<file path="config.mk">
export PLATFORM = sky130hd
export DESIGN_NAME = udp_cmd_arbiter
export DESIGN_NICKNAME = d
export VERILOG_FILES = /design/src/rtl/udp_arb_pkg.sv /design/src/rtl/rr_arbiter.sv /design/src/rtl/udp_cmd_arbiter.sv
export SDC_FILE = /design/constraint.sdc
export NUM_CORES = 1
export LEC_CHECK = 0
export BUFFER_PORTS_ARGS = -buffer_cell sky130_fd_sc_hd__buf_2
export CORE_MARGIN = 2
export CORE_UTILIZATION = 45
export CTS_BUF_LIST = sky130_fd_sc_hd__clkbuf_16
export CTS_CLUSTER_DIAMETER = 80
export DETAILED_ROUTE_END_ITERATION = 8
export GPL_TIMING_DRIVEN = 0
export PLACE_DENSITY = 0.67
export SYNTH_ARGS = -nofsm -noshare
export SYNTH_HDL_FRONTEND = slang
export SYNTH_SLANG_ARGS = --single-unit
</file>
<file path="constraint.sdc">
create_clock -name clk_50 -period 2 [get_ports clk_50]
set_input_delay 0.2 -clock clk_50 [delete_from_list [all_inputs] [get_ports clk_50]]
set_output_delay 0.2 -clock clk_50 [all_outputs]
set_load 0.005 [all_outputs]
</file>
<file path="src/rtl/udp_arb_pkg.sv">
// Shared types and constants for the UDP command arbiter.
// Payload byte layout: requester ID in the top bits, command below it.
package udp_arb_pkg;

    localparam int NUM_REQ    = 4;
    localparam int CMD_W      = 6;
    localparam int ID_W       = 2;
    localparam int PL_W       = ID_W + CMD_W;
    localparam int PL_CMD_LSB = 0;
    localparam int PL_ID_LSB  = CMD_W;

    localparam logic [15:0] UDP_LEN = 16'd1;

    typedef enum logic [2:0] {
        ST_IDLE,
        ST_REQUEST,
        ST_SEND,
        ST_WAIT_RDY,
        ST_DONE
    } state_e;

    function automatic logic [PL_W-1:0] make_payload(input logic [ID_W-1:0]  id,
                                                     input logic [CMD_W-1:0] cmd);
        logic [PL_W-1:0] p;
        p = '0;
        p[PL_ID_LSB  +: ID_W]  = id;
        p[PL_CMD_LSB +: CMD_W] = cmd;
        return p;
    endfunction

endpackage

</file>
<file path="src/rtl/rr_arbiter.sv">
// Combinational round-robin pick: first set pending bit after last_grant, wrapping.
module rr_arbiter
    import udp_arb_pkg::*;
(
    input  logic [NUM_REQ-1:0] pending,
    input  logic [ID_W-1:0]    last_grant,
    output logic               grant_valid,
    output logic [ID_W-1:0]    grant
);

    logic [ID_W-1:0] idx;

    always_comb begin
        grant_valid = 1'b0;
        grant       = last_grant;
        idx         = last_grant;
        for (int unsigned k = 1; k <= NUM_REQ; k++) begin
            idx = last_grant + ID_W'(k);
            if (!grant_valid && pending[idx]) begin
                grant_valid = 1'b1;
                grant       = idx;
            end
        end
    end

endmodule

</file>
<file path="src/rtl/udp_cmd_arbiter.sv">
// Arbitrates four 6-bit command requesters onto a one-byte UDP payload channel,
// with a per-transfer timeout that drops the command and reports tx_err.
module udp_cmd_arbiter #(
    parameter int unsigned ACK_TIMEOUT = 50000,
    parameter int          NUM_REQ     = 4
) (
    input  logic                                  clk_50,
    input  logic                                  sys_rst_n,
    input  logic [NUM_REQ-1:0]                    req_valid,
    input  logic [NUM_REQ*udp_arb_pkg::CMD_W-1:0] req_cmd,
    output logic [NUM_REQ-1:0]                    req_ack,
    output logic [NUM_REQ-1:0]                    tx_done,
    output logic [NUM_REQ-1:0]                    tx_err,
    input  logic                                  udp_tx_ready,
    input  logic                                  app_tx_ack,
    output logic                                  app_tx_data_request,
    output logic                                  app_tx_data_valid,
    output logic [7:0]                            app_tx_data,
    output logic [15:0]                           udp_data_length
);

    import udp_arb_pkg::*;

    localparam int              CNT_W    = $clog2(ACK_TIMEOUT);
    localparam logic [CNT_W-1:0] CNT_LAST = CNT_W'(ACK_TIMEOUT - 1);

    state_e                          state_q, state_d;
    logic [NUM_REQ-1:0]              pending_q, pending_d;
    logic [NUM_REQ-1:0][CMD_W-1:0]   cmd_q, cmd_d;
    logic [ID_W-1:0]                 last_grant_q, last_grant_d;
    logic [ID_W-1:0]                 grant_q, grant_d;
    logic [CNT_W-1:0]                cnt_q, cnt_d;
    logic [NUM_REQ-1:0]              req_ack_q, req_ack_d;
    logic [NUM_REQ-1:0]              tx_done_q, tx_done_d;
    logic [NUM_REQ-1:0]              tx_err_q, tx_err_d;
    logic                            request_q, request_d;
    logic                            valid_q, valid_d;
    logic [PL_W-1:0]                 data_q, data_d;
    logic [NUM_REQ-1:0]              clr;
    logic                            arb_valid;
    logic [ID_W-1:0]                 arb_grant;
    logic                            active;

    rr_arbiter u_rr (
        .pending    (pending_q),
        .last_grant (last_grant_q),
        .grant_valid(arb_valid),
        .grant      (arb_grant)
    );

    assign active = (state_q == ST_REQUEST) || (state_q == ST_SEND) || (state_q == ST_WAIT_RDY);

    always_comb begin
        state_d      = state_q;
        grant_d      = grant_q;
        last_grant_d = last_grant_q;
        cnt_d        = cnt_q;
        request_d    = request_q;
        valid_d      = valid_q;
        data_d       = data_q;
        cmd_d        = cmd_q;
        req_ack_d    = '0;
        tx_done_d    = '0;
        tx_err_d     = '0;
        clr          = '0;

        case (state_q)
            ST_IDLE: begin
                if (arb_valid) begin
                    grant_d = arb_grant;
                    cnt_d   = '0;
                    state_d = ST_REQUEST;
                end
            end
            ST_REQUEST: begin
                cnt_d = cnt_q + 1'b1;
                if (udp_tx_ready) begin
                    request_d = 1'b1;
                    state_d   = ST_SEND;
                end
            end
            ST_SEND: begin
                cnt_d = cnt_q + 1'b1;
                if (app_tx_ack) begin
                    request_d = 1'b0;
                    valid_d   = 1'b1;
                    data_d    = make_payload(grant_q, cmd_q[grant_q]);
                    state_d   = ST_WAIT_RDY;
                end
            end
            ST_WAIT_RDY: begin
                cnt_d   = cnt_q + 1'b1;
                valid_d = 1'b0;
                if (udp_tx_ready) begin
                    tx_done_d[grant_q] = 1'b1;
                    state_d            = ST_DONE;
                end
            end
            ST_DONE: begin
                clr[grant_q] = 1'b1;
                last_grant_d = grant_q;
                state_d      = ST_IDLE;
            end
            default: state_d = ST_IDLE;
        endcase

        // Timeout overrides whatever the active state decided this cycle.
        if (active && cnt_q == CNT_LAST) begin
            tx_done_d         = '0;
            tx_err_d[grant_q] = 1'b1;
            clr[grant_q]      = 1'b1;
            last_grant_d      = grant_q;
            request_d         = 1'b0;
            valid_d           = 1'b0;
            cnt_d             = '0;
            state_d           = ST_IDLE;
        end

        // A pending slot ignores req_valid, so a clear always wins over a same-cycle request.
        pending_d = pending_q & ~clr;
        for (int unsigned i = 0; i < NUM_REQ; i++) begin
            if (req_valid[i] && !pending_q[i]) begin
                pending_d[i] = 1'b1;
                cmd_d[i]     = req_cmd[i*CMD_W +: CMD_W];
                req_ack_d[i] = 1'b1;
            end
        end
    end

    always_ff @(posedge clk_50) begin
        if (!sys_rst_n) begin
            state_q      <= ST_IDLE;
            pending_q    <= '0;
            cmd_q        <= '0;
            last_grant_q <= '1;
            grant_q      <= '0;
            cnt_q        <= '0;
            req_ack_q    <= '0;
            tx_done_q    <= '0;
            tx_err_q     <= '0;
            request_q    <= 1'b0;
            valid_q      <= 1'b0;
            data_q       <= '0;
        end else begin
            state_q      <= state_d;
            pending_q    <= pending_d;
            cmd_q        <= cmd_d;
            last_grant_q <= last_grant_d;
            grant_q      <= grant_d;
            cnt_q        <= cnt_d;
            req_ack_q    <= req_ack_d;
            tx_done_q    <= tx_done_d;
            tx_err_q     <= tx_err_d;
            request_q    <= request_d;
            valid_q      <= valid_d;
            data_q       <= data_d;
        end
    end

    assign req_ack             = req_ack_q;
    assign tx_done             = tx_done_q;
    assign tx_err              = tx_err_q;
    assign app_tx_data_request = request_q;
    assign app_tx_data_valid   = valid_q;
    assign app_tx_data         = data_q;
    assign udp_data_length     = UDP_LEN;

endmodule
</file>
==> results.md, run 1 <==
- The flow ran to the end, and the final reports show no timing, DRC or antenna violations.
- The most critical setup path has its startpoint at cnt_q[0]$_SDFFE_PP0P_.
- The final layout contains routed wiring with a total length of 7.52 mm.
- In this run the tool buffered the top-level ports with 53 buffer cells.
- Summing every instance area after synthesis gives 3360 µm².
- The tightest hold path in the finished design has a slack of 0.0929 ns.
- In this run, synthesis inferred 0 flip-flops with an integrated enable.
- The final max-slew violation count came to 0.
- The first global-routing pass estimated 12.6 mm of wire.
- For this configuration, the core starts out at a cell density of 46.3%.
- Counting every sink on the clock net gives 73.
- At the end of the flow the core is filled with cells to 56.9%.
- Compared with the post-synthesis result, the final layout area differs by 22.8%.
- The weighted congestion reported at the end of routability-driven placement is 0.777.
- The startpoint identified for the worst hold timing path is req_cmd[11].
- Yosys printed 0 warnings.
- The fraction of the cycle the final worst path needs is 96.3%.
- The detailed-routing iteration count for the pre-antenna-repair pass is 4.
- The buffer cell driving the clock tree root is clkbuf_16.
- The die is 90.4 µm tall.
- Counting flops and latches in the post-synthesis netlist gives 73.
- The number of violations reported at the end of detailed-routing iteration 0 is 119.
- The type of the worst setup path is flip-flop to flip-flop.
- The initial antenna violation count is 0.
- Global routing finished with a remaining overflow of 0.
- The number of global-route vias before repair is 2594.
- The clock transition at the registers of the reported paths is 0.06 ns.
- The storage element area is 1460 µm².
- The normalized max-slew margin is 63.2%.
- Cells with a size suffix above 1 make up 29.2% of the layout.
- The leakage power is 1.64 nW.
- The number of core rows is 31.
- The largest net degree at the start of global routing is 15.
- The worst setup path is captured at a flip-flop.
- In the global route stage, overall resource usage came out at 19.0%.
- Before CTS, the worst setup slack after placement is -0.0134 ns.
- For this run, the top clock speed supported by timing is 519 MHz.
- The TritonCTS clock tree is built.
- The setup-violating endpoint count in the final report is 0.
- The detail route stage leaves a number of antenna-violating nets equal to 0.
- The final total negative setup slack is 0 ns.
- For the worst setup path, the data required time is 2.18 ns.
- The multi-input combinational cells in the finished layout cover a total of 1680 µm².
- Dividing the detail-routed wire length by the instance count gives 14.0 µm.
- Counting every instance in the synthesized netlist gives 353.
- The total I/O pin count is 70.
- In this run the critical register-to-register path is launched from cnt_q[0]$_SDFFE_PP0P_.
- The die covers 8170 µm².
- Dividing the detail-routed via count by the number of cells gives 5.15.
- Buffers inserted during clock tree synthesis total 9.
- The startpoint class of the critical path is a flip-flop.
- Once routing completed, OpenROAD measured the worst setup slack at 0.0734 ns.
- The count of placed standard cells including taps is 519.
- Detailed placement ended at an HPWL of 5.43 mm.
- The transition at the pin with the smallest max-transition slack is 0.547 ns.
- In this run the worst path has a maximum fanout of 5.
- IR analysis of the VDD net gives a maximum drop of 0.461 mV.
- The synthesized area divided by synthesized cell count is 9.52 µm².
- The final cell count without fillers is 537.
- The arrival time of the worst setup path is 2.11 ns.
- The number of antenna diodes in the final layout is 0.
- For the worst-skew pair, the clock arrives at the later sink with an insertion delay of 0.34 ns.
- For this run, the leading register cell type out of synthesis is dfxtp_1.
- The net count reported at finish is 466.
- The chip width is 90.4 µm.
- Setup repair after global routing left no endpoint under its margin.
- The via total after detailed routing is 2763.
- The worst clock skew is 0.00918 ns.
- The number of failing hold endpoints at the final stage is 0.
- In this run the number of H-tree levels came out at 3.
- The area inside the core boundary is 7250 µm².
- The reported max-cap violation count is 0.
- Subtracting the final worst setup slack from the clock period gives 1.93 ns.
- In this run the deepest clock path goes through 2 buffers.
- The final routed DRC violation total is 0.
- The proportion of synthesized flip-flops having asynchronous set or reset is 0%.
- The post-synthesis sequential area ratio is 43.5%.
- The path class of the lowest-slack min-delay path is input pin to flip-flop.
- After filler insertion, the fill cell instance count of the layout stands at 654.
- The total power divided by cell area is 898 nW/µm².
- The synthesized netlist contains 61 unique library cells.
==> layout by cell type, fill, tap and decap left out, drive strengths merged, types with 2 or more instances in the layout <==
cell type,instances
dfxtp,73
and4b,2
or4,6
nand4,3
clkbuf,22
inv,9
buf,79
or3,4
mux2i,24
o2111ai,2
mux4,6
clkinv,4
o211ai,2
nor2,40
and2b,4
and2,4
a211oi,2
o311a,2
xnor2,4
o31ai,6
nand2,34
nor2b,4
a41oi,4
o21ai,11
nand3,8
and4,3
nor4,4
nor3,11
nand4b,2
conb,16
a21oi,24
or2,2
xor2,3
==> worst max-delay path, cell delays in order (launching register included) <==
cell and delay [ns]:
dfxtp_1 0.41, ha_2 0.28, and4b_1 0.23, nand4_1 0.25, o21ai_1 0.44, a41oi_1 0.17
==> registers in the layout, summed over array words and instances (netlist names), 3 cells and up <==
| name | flops |
|---|---|
| tx_err | 4 |
| app_tx_data | 8 |
| cmd_q | 24 |
| tx_done | 4 |
| state_q | 3 |
| pending_q | 4 |
| req_ack | 4 |
| cnt_q | 16 |
==> synthesized netlist by cell type, types with 2 or more instances <==
cell type | n | share of area [%]
a211oi_1 | 2 | 0.45
a21oi_1 | 20 | 3.0
a21oi_2 | 4 | 1.0
a41oi_1 | 4 | 1.0
and2_1 | 4 | 0.74
and2b_1 | 3 | 0.67
and4_1 | 2 | 0.52
buf_2 | 4 | 0.60
buf_4 | 17 | 3.8
buf_6 | 3 | 1.0
clkbuf_1 | 12 | 1.3
conb_1 | 2 | 0.22
dfxtp_1 | 73 | 44
inv_1 | 7 | 0.78
mux2i_1 | 24 | 7.2
mux4_2 | 6 | 4.0
nand2_1 | 34 | 3.8
nand3_1 | 7 | 1.0
nand4_1 | 3 | 0.56
nand4b_1 | 2 | 0.52
nor2_1 | 34 | 3.8
nor2_2 | 6 | 1.1
nor2b_1 | 4 | 0.74
nor3_1 | 10 | 1.5
nor4_1 | 3 | 0.56
o2111ai_4 | 2 | 1.6
o21ai_0 | 7 | 1.0
o21ai_1 | 4 | 0.60
o311a_1 | 2 | 0.60
o31ai_1 | 6 | 1.3
or3_1 | 3 | 0.56
or4_1 | 5 | 1.1
xnor2_1 | 4 | 1.0
xor2_1 | 3 | 0.78
==> path summary, 6_finish.rpt <==
| path | to | slack, ns | depth (start not counted) |
|---|---|---|---|
| min reg2reg | app_tx_data[3]$_SDFFE_PN0P_ | 0.45 | 2 |
| max reg2reg | pending_q[2]$_SDFF_PN0_ | 0.07 | 5 |
| min | cmd_q[11]$_SDFFE_PN0P_ | 0.09 | 3 |
| max | pending_q[2]$_SDFF_PN0_ | 0.07 | 5 |
==> cell families (layout without fill, tap and decap cells) <==
logic type	count (synthesis)	count (layout)	synth area share, %
simple gates	136	136	21.8
other cells	2	16	0.224
flops	73	73	43.5
fa+ha+maj	1	1	0.372
xor+xnor	7	7	1.82
compound gates	59	59	13.0
buf+inv	45	116	8.08
mux	30	30	11.2
==> through the flow <==
step	total power (W)	area, µm²
6_report	0.00370	4120
5_1_grt	0.00385	4120
4_1_cts	0.00372	4120
3_5_place_dp	0.00211	3800
3_3_place_gp	0.00209	3800
2_1_floorplan	0.00197	3410
==> repair_timing <==
item | in CTS | in global routing
pin swaps | 2 | 0
hold buffers | 0 | 0
endpoints found under the setup margin | 21 | 15
setup buffers | 2 | 0
resized for setup | 0 | 2
==> layout make-up <==
| type | instances | share of cell area [%] |
|---|---|---|
| buffer | 37 | 5.92 |
| multi-input combinational | 249 | 40.8 |
| timing repair buffer | 55 | 6.80 |
| clock inverter | 7 | 1.88 |
| sequential | 73 | 35.4 |
| inverter | 8 | 0.728 |
| tap | 99 | 3.00 |
| clock buffer | 9 | 5.46 |
==> where the power goes <==
group,leakage [nW],total (W),internal (W),switching [W]
sequential,0.595,0.00156,0.00152,0.0000423
clock,0.146,0.00162,0.000976,0.000646
combinational,0.903,0.000521,0.000230,0.000291
==> routing by layer <==
metal	up-vias	GRT usage, %	part of all wire (%)
met2	78	29.4	46
li1	1390	-	-
met4	0	6.54	1.1
met1	1288	26.3	49
met5	-	0	0
met3	7	4.34	4.8
(Power assumes the default switching activity.)
==> run 2, diff against run 1 <==
--- a/config.mk
+++ b/config.mk
@@ -12,7 +12,7 @@
 export CTS_CLUSTER_DIAMETER = 80
 export DETAILED_ROUTE_END_ITERATION = 8
 export GPL_TIMING_DRIVEN = 0
-export PLACE_DENSITY = 0.67
+export PLACE_DENSITY_LB_ADDON = 0.1
 export SYNTH_ARGS = -nofsm -noshare
 export SYNTH_HDL_FRONTEND = slang
 export SYNTH_SLANG_ARGS = --single-unit
==> constraint.sdc (replaced) <==
create_clock -name clk_50 -period 2.5 [get_ports clk_50]
set_input_delay 0.25 -clock clk_50 [delete_from_list [all_inputs] [get_ports clk_50]]
set_output_delay 0.25 -clock clk_50 [all_outputs]
set_load 0.005 [all_outputs]
==> run 2 against run 1 <==
Compared with the run above:
- clock skew down 0.0018 ns
- setup slack better by 0.40 ns
- global-route usage fell by 0.61 points
- cell count down 0.37%
- maximum frequency is 5.1% lower
==> results.md, run 2 (synthesized netlist as in run 1, its figures left out) <==
- The run finished with clean final reports.
- The final total negative setup slack is 0 ns (unchanged).
- The delay of the slowest cell on the worst path is 0.46 ns (+0.02 ns).
- The design internal power was 0.00216 W (-21%).
- The number of vias per cell after detailed routing is 5.07 (-1.4%).
- The HPWL after detailed placement is 5.39 mm (-0.62%).
- The number of H-tree levels is 3 (unchanged).
- The number of core rows is 31 (unchanged).
- The chip width is 90.4 µm (unchanged).
- The worst clock skew is 0.00743 ns (-0.00175 ns).
- The normalized max-slew margin is 60.2% (-3.0 points).
- The wire length per cell is 13.6 µm (-3.2%).
- The remaining antenna violation count is 0 (unchanged).
- The clock transition at the registers of the reported paths is 0.06 ns (about the same).
- The total I/O pin count was 70 (unchanged).
- The leakage power was 1.64 nW (-0.32%).
- The fraction of the cycle the final worst path needs came to 81.2% (-15 points).
- The maximum ir drop on the vdd rail came to 0.385 mV (-16%).
- The data required time at the worst endpoint came to 2.67 ns (+0.49 ns).
- The combinational cell fraction of total power is 14.1% (about the same).
- The number of buffers created by CTS is 9 (unchanged).
- The transition at the pin with the smallest max-transition slack is 0.592 ns (+0.0448 ns).
- The final routed DRC violation total is 0 (unchanged).
- TritonCTS built the clock tree.
- The dominant delay contributor by cell family on the critical path is compound AO/OA/AOI/OAI gates.
- The wire length of the first global-routing pass is 12.1 mm (-3.4%).
- The largest net degree at the start of global routing was 13 (-2).
- The initial antenna violation count came to 0 (unchanged).
- The die area is 8170 µm² (unchanged).
- The worst hold margin is 0.158 ns (+0.0652 ns).
- The sum of overflow across all layers after global routing is 0 (unchanged).
- The via total after detailed routing is 2713 (-1.8%).
- The global-route total usage across every layer came to 18.4% (-0.61 points).
- The final max-slew violation count was 0 (unchanged).
- The critical path in this run is classified as flip-flop to flip-flop.
- The signal on the critical path passes through ha_1 > and4b_1 > nand4_1 > o21ai_1 > a41oi_1.
- The area growth from synthesis to layout is 21.8%.
- The post-route core utilization came to 56.4% (-0.47 points).
- The count of hold-fix buffers inserted at cts is 0 (unchanged).
- The port buffer count is 53 (unchanged).
- The number of buffers inserted by post-CTS setup repair was 0 (-2).
- The die height is 90.4 µm (unchanged).
- The effective utilization at floorplan came to 46.3% (unchanged).
- STA classifies the critical path startpoint as a flip-flop.
- The switching part of the total power is 25.3% (-1.2 points).
- The register-to-register path setup slack is 0.47 ns (+0.40 ns).
- The clock latency of the later-clocked register in the worst-skew pair came to 0.32 ns (-0.02 ns).
- The kind of end point of the critical path is a flip-flop.
- The count of antenna diodes in the layout was 0 (unchanged).
- The clock group share of total power is 42.7% (-1.1 points).
- The portion of total power attributed to sequential cells is 43.2% (+1.1 points).
- The net switching power came to 0.000730 W (-25%).
- The maximum fanout along the worst path is 5 (unchanged).
- Leaving out fill and tap cells, the most frequent cell in the layout is dfxtp_1.
- The number of failing hold endpoints at the final stage is 0 (unchanged).
- The path class of the lowest-slack min-delay path is input pin to flip-flop.
- Setup repair after global routing left no endpoint under its margin.
- Among all stages on the critical path, the largest delay is contributed by o21ai_1.
- The maximum clock frequency was 493 MHz (-5.1%).
- The total of cells resized after clock tree synthesis was 0 (unchanged).
- The total detailed-routing wirelength was 7.25 mm (-3.5%).
- The arrival time of the worst setup path is 2.20 ns (+0.09 ns).
- The reported max-cap violation count is 0 (unchanged).
- The weighted congestion reported at the end of routability-driven placement is 0.746 (-3.9%).
- The minimum clock period after layout is 2.03 ns (+0.103 ns).
- The buffer cell driving the clock tree root is clkbuf_16.
- The top cell types in the final layout, fill and taps aside, are 73 x dfxtp_1, 57 x buf_2, 34 x nand2_1, 34 x nor2_1, 24 x mux2i_1.
- The number of violations reported at the end of detailed-routing iteration 0 is 155 (+30%).
- The setup-violating endpoint count in the final report came to 0 (unchanged).
- The number of global-route vias before repair is 2498 (-3.7%).
- The detailed-routing iteration count for the pre-antenna-repair pass came to 4 (unchanged).
- The maximum number of buffers from clock root to sink is 2 (unchanged).
- The flip-flop count of the largest register after layout is 24 (unchanged).
- The area inside the core boundary came to 7250 µm² (unchanged).
- The net count reported at finish came to 464 (-0.43%).
- The register with the highest flop count is cmd_q.
- The total power divided by cell area is 706 nW/µm² (-21%).
- The buffers plus inverters on the worst setup path came to 0 (unchanged).
- The layout cell share with drive strength beyond 1 is 28.2% (-1.0 points).
- The total number of clock tree sinks was 73 (unchanged).
-- run 2: changes by cell type in the layout (fill, tap and decap cells not counted), sizes merged --
cell    before  now
buf         79   78
clkbuf      22   21
-- run 2: power groups by stage --
stage               registers, W  logic (W)  clock network, W
finish                   0.00125   0.000409           0.00123
global route             0.00125   0.000453           0.00132
CTS                      0.00125   0.000412           0.00126
detailed placement       0.00127   0.000411                 0
global placement         0.00127   0.000408                 0
floorplan                0.00126   0.000308                 0
-- run 2: tightest hold or removal path: stages --
cell,delay (ns)
buf_2,0.07
mux2i_1,0.05
nor2_1,0.07
-- run 2: worst paths after layout --
check | from | to | cells past startpoint
setup reg to reg | cnt_q[0]$_SDFFE_PP0P_ | pending_q[2]$_SDFF_PN0_ | 5
setup / recovery | cnt_q[0]$_SDFFE_PP0P_ | pending_q[2]$_SDFF_PN0_ | 5
hold / removal | req_cmd[19] | cmd_q[19]$_SDFFE_PN0P_ | 3
hold reg to reg | app_tx_data[2]$_SDFFE_PN0P_ | app_tx_data[2]$_SDFFE_PN0P_ | 2
-- run 2: layout make-up --
| class | count | area [µm²] |
|---|---|---|
| fillers | 672 | 3160 |
| multi-input cells | 249 | 1680 |
| flip-flops and latches | 73 | 1460 |
| repair buffers | 53 | 265 |
| plain buffers | 37 | 241 |
| clock buffers | 9 | 225 |
| well taps | 99 | 124 |
| clock inverters | 7 | 63.8 |
| inverters | 8 | 30.0 |
-- run 2: per-stage QoR --
stage	cell area [µm²]	std cells	worst slack, ns	power, W
floorplan	3410	367	0.869	0.00157
global placement	3800	519	0.533	0.00168
detailed placement	3800	519	0.528	0.00168
CTS	4090	535	0.496	0.00292
global route	4090	535	0.343	0.00302
finish	4090	535	0.470	0.00289
-- run 2: layer usage --
| layer | wire, µm | vias up | track usage (%) | part of all wire (%) |
|---|---|---|---|---|
| li1 | - | 1376 | - | - |
| met1 | 3530 | 1249 | 25.9 | 49 |
| met2 | 3200 | 82 | 27.2 | 44 |
| met3 | 422 | 6 | 3.92 | 5.8 |
| met4 | 97 | 0 | 8.21 | 1.3 |
| met5 | 0 | - | 0 | 0 |
